## src/rtl/cpu_bus_timer.sv

```systemverilog
// Memory-mapped 16-bit reloadable down-counter with 8-bit prescaler and irq/nmi routing.
// Optional macro CPU_BUS_TIMER_WAIT_EN inserts one wait state on every selected access.
module cpu_bus_timer #(
   parameter logic [15:0] BASE = 16'hD000
) (
   input  logic        clk,
   input  logic        reset,
   input  logic [15:0] address,
   input  logic        write,
   input  logic [7:0]  data_i,
   output logic [7:0]  data_o,
   output logic        ready,
   output logic        irq,
   output logic        nmi
);

   localparam logic [2:0] REG_CNT_LO   = 3'd0;
   localparam logic [2:0] REG_CNT_HI   = 3'd1;
   localparam logic [2:0] REG_LAT_LO   = 3'd2;
   localparam logic [2:0] REG_LAT_HI   = 3'd3;
   localparam logic [2:0] REG_CTRL     = 3'd4;
   localparam logic [2:0] REG_STATUS   = 3'd5;
   localparam logic [2:0] REG_PRESCALE = 3'd6;

   logic [15:0] latch;
   logic [15:0] counter;
   logic [3:0]  ctrl;
   logic [7:0]  prescale;
   logic [7:0]  pcnt;
   logic        tf;

   logic        sel;
   logic [2:0]  idx;
   logic        wr_en;
   logic        rd_en;
   logic        tick;
   logic [7:0]  rdata;

   assign sel   = (address[15:3] == BASE[15:3]);
   assign idx   = address[2:0];
   assign wr_en = sel & ready & write;
   assign rd_en = sel & ready & ~write;
   assign tick  = ctrl[0] & (pcnt == 8'd0);

`ifdef CPU_BUS_TIMER_WAIT_EN
   // First cycle of a selected access stalls; the second completes and re-arms for the next access.
   logic waited;

   always_ff @(posedge clk) begin
      if (reset) begin
         waited <= 1'b0;
      end else begin
         waited <= sel & ~waited;
      end
   end

   assign ready = ~sel | waited;
`else
   assign ready = 1'b1;
`endif

   assign irq = tf & ctrl[2] & ~ctrl[3];
   assign nmi = tf & ctrl[2] & ctrl[3];

   always_comb begin
      rdata = 8'h00;
      case (idx)
         REG_CNT_LO:   rdata = counter[7:0];
         REG_CNT_HI:   rdata = counter[15:8];
         REG_LAT_LO:   rdata = latch[7:0];
         REG_LAT_HI:   rdata = latch[15:8];
         REG_CTRL:     rdata = {4'h0, ctrl};
         REG_STATUS:   rdata = {irq | nmi, 6'b000000, tf};
         REG_PRESCALE: rdata = prescale;
         default:      rdata = 8'h00;
      endcase
      data_o = (sel & ~write) ? rdata : 8'h00;
   end

   // Later assignments win: status clears, then the underflow set, then bus writes.
   always_ff @(posedge clk) begin
      if (reset) begin
         latch    <= 16'hFFFF;
         counter  <= 16'hFFFF;
         ctrl     <= 4'h0;
         prescale <= 8'h00;
         pcnt     <= 8'h00;
         tf       <= 1'b0;
      end else begin
         if (ctrl[0]) begin
            pcnt <= (pcnt == 8'd0) ? prescale : pcnt - 8'd1;
         end

         if (rd_en && idx == REG_STATUS) begin
            tf <= 1'b0;
         end
         if (wr_en && idx == REG_STATUS && data_i[0]) begin
            tf <= 1'b0;
         end

         if (tick) begin
            if (counter != 16'd0) begin
               counter <= counter - 16'd1;
            end else begin
               tf <= 1'b1;
               if (ctrl[1]) begin
                  counter <= latch;
               end else begin
                  ctrl[0] <= 1'b0;
               end
            end
         end

         if (wr_en) begin
            case (idx)
               REG_CNT_LO: latch[7:0] <= data_i;
               REG_CNT_HI: begin
                  latch[15:8] <= data_i;
                  counter     <= {data_i, latch[7:0]};
                  pcnt        <= prescale;
                  tf          <= 1'b0;
               end
               REG_LAT_LO:   latch[7:0]  <= data_i;
               REG_LAT_HI:   latch[15:8] <= data_i;
               REG_CTRL:     ctrl        <= data_i[3:0];
               REG_PRESCALE: prescale    <= data_i;
               default: ;
            endcase
         end
      end
   end

endmodule

```

## config.mk

```make
export PLATFORM = sky130hd
export DESIGN_NAME = cpu_bus_timer
export DESIGN_NICKNAME = d
export VERILOG_FILES = /design/src/rtl/cpu_bus_timer.sv
export SDC_FILE = /design/constraint.sdc
export NUM_CORES = 1
export LEC_CHECK = 0
export CORE_UTILIZATION = 60
export DETAILED_ROUTE_END_ITERATION = 8
export DONT_BUFFER_PORTS = 1
export PLACE_DENSITY = 0.8
export SLEW_MARGIN = 20
export SYNTH_ARGS = -nofsm -noshare
export SYNTH_HDL_FRONTEND = slang
export SYNTH_SLANG_ARGS = --single-unit
```

## constraint.sdc

```tcl
create_clock -name clk -period 5.25 [get_ports clk]
set_input_delay 1.05 -clock clk [delete_from_list [all_inputs] [get_ports clk]]
set_output_delay 1.05 -clock clk [all_outputs]
set_load 0.03 [all_outputs]
```

==> results of run 1 <==
==> path summary, 6_finish.rpt <==
path	startpoint	to	cells past startpoint	slack, ns
worst max-delay path	address[8]	data_o[6]	4	1.35
worst min-delay path	prescale[0]	pcnt[0]	2	0.51
worst max register to register	counter[1]	counter[5]	7	2.44
worst min register to register	prescale[0]	pcnt[0]	2	0.51
==> per-stage QoR <==
| stage | hold WS (ns) | setup WS (ns) |
|---|---|---|
| CTS | 0.502 | 1.39 |
| detailed placement | 0.489 | 1.38 |
| global route | 0.542 | 1.32 |
| floorplan | 0.459 | 1.46 |
| global placement | 0.481 | 1.52 |
| finish | 0.507 | 1.35 |
==> routing by layer <==
layer  up-vias  global-route usage [%]  wire length [µm]
met5         -                       0                 0
met3        34                    7.02              1200
met4         0                    15.7               317
li1       1543                       -                 -
met2       235                    53.1              4510
met1      1597                    46.6              4030
==> sequential cells by signal (all words and copies together) (netlist names) <==
register	cells
tf	1
counter	16
pcnt	8
ctrl	4
prescale	8
latch	16
==> logic make-up (layout without fill, tap and decap cells) <==
kind of cell             Yosys count  after routing  synth area share (%)
AO/OA/AOI/OAI                    129            129                  26.0
XOR/XNOR                           6              6                  1.56
adder cells (fa/ha/maj)            3              3                  1.11
buffers and inverters             43             20                  5.29
flip-flops                        53             53                  31.4
multiplexers                      26             26                  8.33
other                              1              1                 0.111
AND/OR/NAND/NOR                  163            163                  26.2
==> synthesized netlist by cell type (3+ instances only) <==
cell type / n
xor2_1: 3
and4_1: 3
ha_1: 3
a211oi_1: 10
nor3_1: 15
nor2b_1: 21
or2_2: 3
o22ai_1: 3
clkbuf_1: 28
xnor2_1: 3
dfxtp_1: 53
a311o_1: 3
nand3_1: 12
a211o_1: 18
a2bb2oi_1: 3
nand2_1: 17
mux2_2: 7
nor2_1: 46
or3_1: 3
a32oi_1: 3
a22oi_1: 6
a31oi_1: 6
nor4_1: 5
nand2b_1: 5
a21oi_1: 33
mux2i_1: 18
inv_1: 8
o21ai_0: 24
nand4_1: 6
or4_1: 5
and3_1: 6
==> power by group <==
part	total (mW)	switching [mW]	internal [mW]
registers	0.404	0.00120	0.402
clock network	0.239	0.144	0.0950
logic	0.0303	0.0141	0.0162
==> worst min-delay path: stages (launching register included) <==
cell and delay, ns:
dfxtp_1 0.34, o21ai_0 0.07, a21oi_1 0.06
==> final cells by class <==
| class | instances | area (µm²) | area share, % |
|---|---|---|---|
| multi-input cells | 328 | 2140 | 62.3 |
| flip-flops and latches | 53 | 1060 | 30.8 |
| well taps | 70 | 87.6 | 2.54 |
| clock buffers | 5 | 68.8 | 2.00 |
| repair buffers | 4 | 30.0 | 0.872 |
| inverters | 8 | 30.0 | 0.872 |
| clock inverters | 3 | 21.3 | 0.618 |
==> reports/qor.csv, run 1 <==
metric,value,unit
core_area,0.00527,mm²
hold_violations,0,
drv_cap,0,
vias_per_cell,7.24,
worst_ep_required_time,4.20,ns
dpl.hpwl,6.83,mm
wl,10.1,mm
cp.arrival,2.85,ns
clkTransAtPathRegs,0.10,ns
fin_crit,3.90,ns
cts_tree,yes,
hp-class,register to register,
firstDrtPassIters,5,
dpl_cell_area,0.00335,mm²
end_kind,primary output,
netlist_instances,424,
clk_path_buf_depth,2,
path_cells,"nor4_1, nand4_1, a311o_1, a21oi_1",
cts_max_level,2,
grt_remaining_overflow,0,
antenna_found_initial,0,
worst_pin_slew,0.950,ns
final_common_cell,dfxtp_1,
drtAntennaViolNets,0,
cts_resized,0,
crit_path_start_kind,input pin,
placed_cells,463,
synth_area,0.00338,mm²
vdd_drop_max,0.146,mV
status,"finished, final reports clean",
critical-path-max-stage-delay,0.59,ns
ys_seq_elements,53,
clock_sinks,53,
clk_latency,0.31,ns
ys.flop_type,dfxtp_1,
crit_family,compound AO/OA/AOI/OAI gates,
antenna-diode-count,0,
relSlewSlack,36.6,%
synthDistinctLibCells,63,
synthesis.nets,454,
die_w,77.1,µm
powerDensity,195,mW/mm²
worst_path_max_delay_cell,a21oi_1,
fin_util,65.3,%
async_flop_share,0,%
die_area,0.00594,mm²
fillers,474,
instances_no_fill,471,
track_usage,34.6,%
cts_hold_buf,0,
synthTopCellsByArea,"dfxtp_1 31%, mux2i_1 5.3%, nor2_1 5.1%",
ys.warnings.count,0,
setup_viol,0,
critPathMaxFanout,8,
die_h,77.1,µm
avgSynthCellArea,7.97,µm²
fin_area,0.00344,mm²
power_leakage,1.25,nW
skew,0.00668,ns
post-route-period-util,74.3,%
grt_pass1_vias,3125,
synth_top_area_share,31.4,%
row_count,26,
initial_core_util,64.1,%
grt_max_degree,60,
rsz0062_at_grt,false,
syn_to_final_growth,1.89,%
synth_edf_count,0,
drc,0,
yosysSeqAreaShare,31.4,%
p_total,673,µW
grt_pass1_wl,16.0,mm
yosysTopAreaCell,dfxtp_1,
slew_viol_final,0,
io_buffers,0,
fin_tns_setup,0,ns
path_class,input pin to primary output,
path_buf_inv,0,
first_iter_violations,403,
num_vias,3409,
cts_buffers,5,
drive_gt1_share,7.98,%
postCtsSetupRepairBufs,0,
gp_congestion,0.932,
num-nets-final,430,
ios,38,
layout_common_cells,"53 x dfxtp_1, 46 x nor2_1, 33 x a21oi_1, 24 x o21ai_0, 21 x nor2b_1",
root_buffer,clkbuf_8,
fmax,0.256,GHz
wl_per_cell,21.4,µm
(Power assumes the default switching activity.)
==> run 2, diff against run 1 <==
==> constraint.sdc (replaced) <==
create_clock -name clk -period 4.1 [get_ports clk]
set_input_delay 0.82 -clock clk [delete_from_list [all_inputs] [get_ports clk]]
set_output_delay 0.82 -clock clk [all_outputs]
set_load 0.03 [all_outputs]
==> run 2 against run 1 <==
Clock skew barely moved. Via count fell by 1.0%. Non-clock buffer count grew 1. Total power up 39%. Core utilization is 0.62 points higher. Sequential share of layout area down 0.29 points. Combinational power grew 31%. Global-route usage increased by 0.23 points. Critical path depth did not move. Sequential power rose by 28%. Highest routed layer unchanged.
==> reports/qor.csv, run 2 (synthesized netlist as in run 1, its figures left out) <==
metric,value,unit
initial_core_util,64.1,%
layout_common_cells,"53 x dfxtp_1, 46 x nor2_1, 33 x a21oi_1, 24 x o21ai_0, 21 x nor2b_1",
vias_per_cell,7.15,
clk_latency,0.31,ns
crit_family,compound AO/OA/AOI/OAI gates,
status,"finished, final reports clean",
critPathMaxFanout,8,
first_iter_violations,391,
vdd_drop_max,0.179,mV
grt_max_degree,60,
end_kind,primary output,
skew,0.00717,ns
track_usage,34.8,%
cts_tree,yes,
die_h,77.1,µm
postCtsSetupRepairBufs,0,
grt_remaining_overflow,0,
hold_violations,0,
core_area,0.00527,mm²
cts_max_level,2,
drv_cap,0,
crit_path_start_kind,input pin,
critical-path-max-stage-delay,0.58,ns
gp_congestion,0.940,
clkTransAtPathRegs,0.10,ns
worst_ep_required_time,3.28,ns
cp.arrival,2.55,ns
cts_resized,0,
drive_gt1_share,7.96,%
num-nets-final,431,
top_regs,"counter (16), latch (16)",
hp-class,register to register,
powerDensity,268,mW/mm²
slew_viol_final,0,
ios,38,
io_buffers,0,
fillers,462,
final_common_cell,dfxtp_1,
row_count,26,
worst_pin_slew,0.947,ns
antenna_found_initial,0,
relSlewSlack,36.8,%
power_leakage,1.26,nW
grt_pass1_vias,3136,
wl,10.2,mm
fmax,0.297,GHz
path_buf_inv,0,
clock_sinks,53,
rsz0062_at_grt,false,
setup_viol,0,
clk_path_buf_depth,2,
path_class,input pin to primary output,
p_total,933,µW
wl_per_cell,21.6,µm
drtAntennaViolNets,0,
worst_path_max_delay_cell,a21oi_1,
fin_crit,3.37,ns
fin_tns_setup,0,ns
die_w,77.1,µm
num_vias,3374,
firstDrtPassIters,5,
post-route-period-util,82.1,%
grt_pass1_wl,16.2,mm
path_cells,"nor4_1, nand4_1, a311o_1, a21oi_1",
root_buffer,clkbuf_8,
die_area,0.00594,mm²
drc,0,
dpl.hpwl,6.92,mm
cts_hold_buf,0,
cts_buffers,5,
antenna-diode-count,0,
syn_to_final_growth,2.85,%
-- run 2: per-layer routing --
layer	part of all wire (%)	GRT usage, %	up-vias
met5	0	0	-
met4	3.7	14.5	0
met3	12	7.86	36
met2	44	53.8	223
met1	40	46.6	1578
li1	-	-	1537
-- run 2: worst min-delay path, stage by stage (launching register included) --
cell and delay (ns):
dfxtp_1 0.34, inv_1 0.05, a221oi_1 0.06
-- run 2: power breakdown --
group	switching, mW	total, mW	leakage, nW	internal, mW
Clock	0.178	0.376	0.0574	0.199
Combinational	0.0191	0.0398	0.778	0.0207
Sequential	0.00143	0.517	0.428	0.515
Total	0.198	0.933	1.26	0.735
-- run 2: through the flow --
step / utilization, % / hold slack [ns] / area [µm²] / setup WS (ns) / std cells
CTS: 66.0 / 0.493 / 3480 / 0.756 / 472
global route: 66.0 / 0.517 / 3480 / 0.601 / 472
global placement: 63.7 / 0.477 / 3360 / 0.837 / 464
finish: 66.0 / 0.489 / 3480 / 0.733 / 472
detailed placement: 63.7 / 0.479 / 3360 / 0.754 / 464
floorplan: - / 0.459 / 3380 / 0.772 / 424
-- run 2: worst paths after layout --
kind / from / slack [ns] / cells after the start / end
setup / recovery: address[8] / 0.73 / 4 / data_o[6]
hold / removal: prescale[6] / 0.49 / 2 / pcnt[6]
setup reg to reg: counter[1] / 1.38 / 7 / counter[11]
hold reg to reg: prescale[6] / 0.49 / 2 / pcnt[6]
-- run 2: area by class of cell --
type | count | area (µm²) | share of cell area (%)
Timing Repair Buffer | 5 | 37.5 | 1.08
Clock inverter | 2 | 37.5 | 1.08
Multi-Input combinational cell | 328 | 2140 | 61.6
Tap cell | 70 | 87.6 | 2.52
Clock buffer | 6 | 82.6 | 2.38
Sequential cell | 53 | 1060 | 30.5
Inverter | 8 | 30.0 | 0.864
==> run 3, diff against run 2 <==
--- a/config.mk
+++ b/config.mk
@@ -5,7 +5,7 @@
 export SDC_FILE = /design/constraint.sdc
 export NUM_CORES = 1
 export LEC_CHECK = 0
-export CORE_UTILIZATION = 60
+export CORE_UTILIZATION = 58
 export DETAILED_ROUTE_END_ITERATION = 8
 export DONT_BUFFER_PORTS = 1
 export PLACE_DENSITY = 0.8
==> constraint.sdc (replaced) <==
create_clock -name clk -period 2.7 [get_ports clk]
set_input_delay 0.54 -clock clk [delete_from_list [all_inputs] [get_ports clk]]
set_output_delay 0.54 -clock clk [all_outputs]
set_load 0.03 [all_outputs]
==> run 3 against run 2 <==
Clock-buffer cell count unchanged. Highest routed layer unchanged. Clock power rose by 24%. Largest power group unchanged. Non-clock buffer count rose by 21. Critical path type unchanged. Sequential power is 52% higher.
==> reports/qor.csv, run 3 (synthesized netlist as in run 1, its figures left out) <==
metric,value,unit
fin_crit,2.53,ns
vdd_drop_max,0.372,mV
worst_pin_slew,0.625,ns
die_area,0.00614,mm²
hold_violations,0,
drive_gt1_share,12.5,%
post-route-period-util,93.6,%
grt_pass1_vias,3238,
fmax,0.396,GHz
grt_max_degree,60,
syn_to_final_growth,6.74,%
drc,0,
cts_buffers,5,
vias_per_cell,6.86,
path_class,input pin to primary output,
power_leakage,1.36,nW
layout_common_cells,"53 x dfxtp_1, 46 x nor2_1, 33 x a21oi_1, 26 x buf_4, 24 x o21ai_0",
skew,0.00760,ns
hp-class,input pin to register,
cts_resized,0,
cts_tree,yes,
worst_ep_required_time,2.16,ns
drv_cap,0,
cp.arrival,1.99,ns
drtAntennaViolNets,0,
top_regs,"counter (16), latch (16)",
grt_remaining_overflow,0,
die_h,78.3,µm
fin_tns_setup,0,ns
initial_core_util,60.6,%
root_buffer,clkbuf_8,
rsz0062_at_grt,false,
cts_hold_buf,0,
firstDrtPassIters,6,
fillers,496,
clkTransAtPathRegs,0.10,ns
io_buffers,0,
grt_pass1_wl,16.2,mm
clock_sinks,53,
crit_path_start_kind,input pin,
p_total,1.31,mW
antenna-diode-count,0,
dpl.hpwl,7.08,mm
die_w,78.3,µm
status,"finished, final reports clean",
num_vias,3396,
critPathMaxFanout,8,
row_count,27,
slew_viol_final,0,
core_area,0.00557,mm²
setup_viol,0,
first_iter_violations,411,
final_common_cell,dfxtp_1,
clk_latency,0.31,ns
gp_congestion,0.939,
postCtsSetupRepairBufs,0,
powerDensity,364,mW/mm²
cts_max_level,2,
wl_per_cell,20.4,µm
antenna_found_initial,0,
num-nets-final,452,
wl,10.1,mm
clk_path_buf_depth,2,
ios,38,
end_kind,primary output,
relSlewSlack,57.9,%
track_usage,34.6,%
[run 3: area by class of cell]
class                      count  area, µm²  area share [%]
timing repair buffer          26        195            5.41
clock buffer                   6       72.6            2.01
tap                           72       90.1            2.50
inverter                       8       30.0           0.832
clock inverter                 2       13.8           0.382
sequential                    53       1060            29.4
multi-input combinational    328       2140            59.5
[run 3: final timing paths]
check                           startpoint     endpoint  slack (ns)  cells after the start
worst max-delay path            address[8]    data_o[2]        0.17                      5
worst min register to register    latch[0]   counter[0]        0.51                      1
worst min-delay path                 reset      pcnt[0]        0.30                      1
worst max register to register  counter[0]  counter[11]        0.27                      7
[run 3: report_power, final]
| part | switching [mW] | total [mW] | internal [mW] |
|---|---|---|---|
| combinational | 0.0288 | 0.0611 | 0.0323 |
| clock | 0.282 | 0.468 | 0.186 |
| sequential | 0.00236 | 0.785 | 0.783 |
| total | 0.313 | 1.31 | 1.00 |
[run 3: metal layers]
metal | global-route usage (%) | up-vias | part of all wire, %
met5 | 0 | - | 0
met4 | 18.1 | 0 | 3.8
met3 | 5.81 | 36 | 10
met2 | 52.7 | 208 | 45
met1 | 46.8 | 1577 | 42
li1 | - | 1575 | -
[run 3: critical path: stages]
cell and delay (ns):
nor4_1 0.37, nand4_1 0.17, a311o_1 0.52, a211oi_2 0.20
buf_4 0.19
[run 3: stage by stage]
step	cells	util (%)	instance area, µm²	hold WS [ns]	setup slack [ns]
after global placement	487	63.2	3520	0.479	0.263
after CTS	495	64.7	3610	0.284	0.217
final	495	64.7	3610	0.304	0.172
after detailed placement	487	63.2	3520	0.485	0.224
after floorplan	424	-	3380	0.459	0.156
after global routing	495	64.7	3610	0.283	0.0822
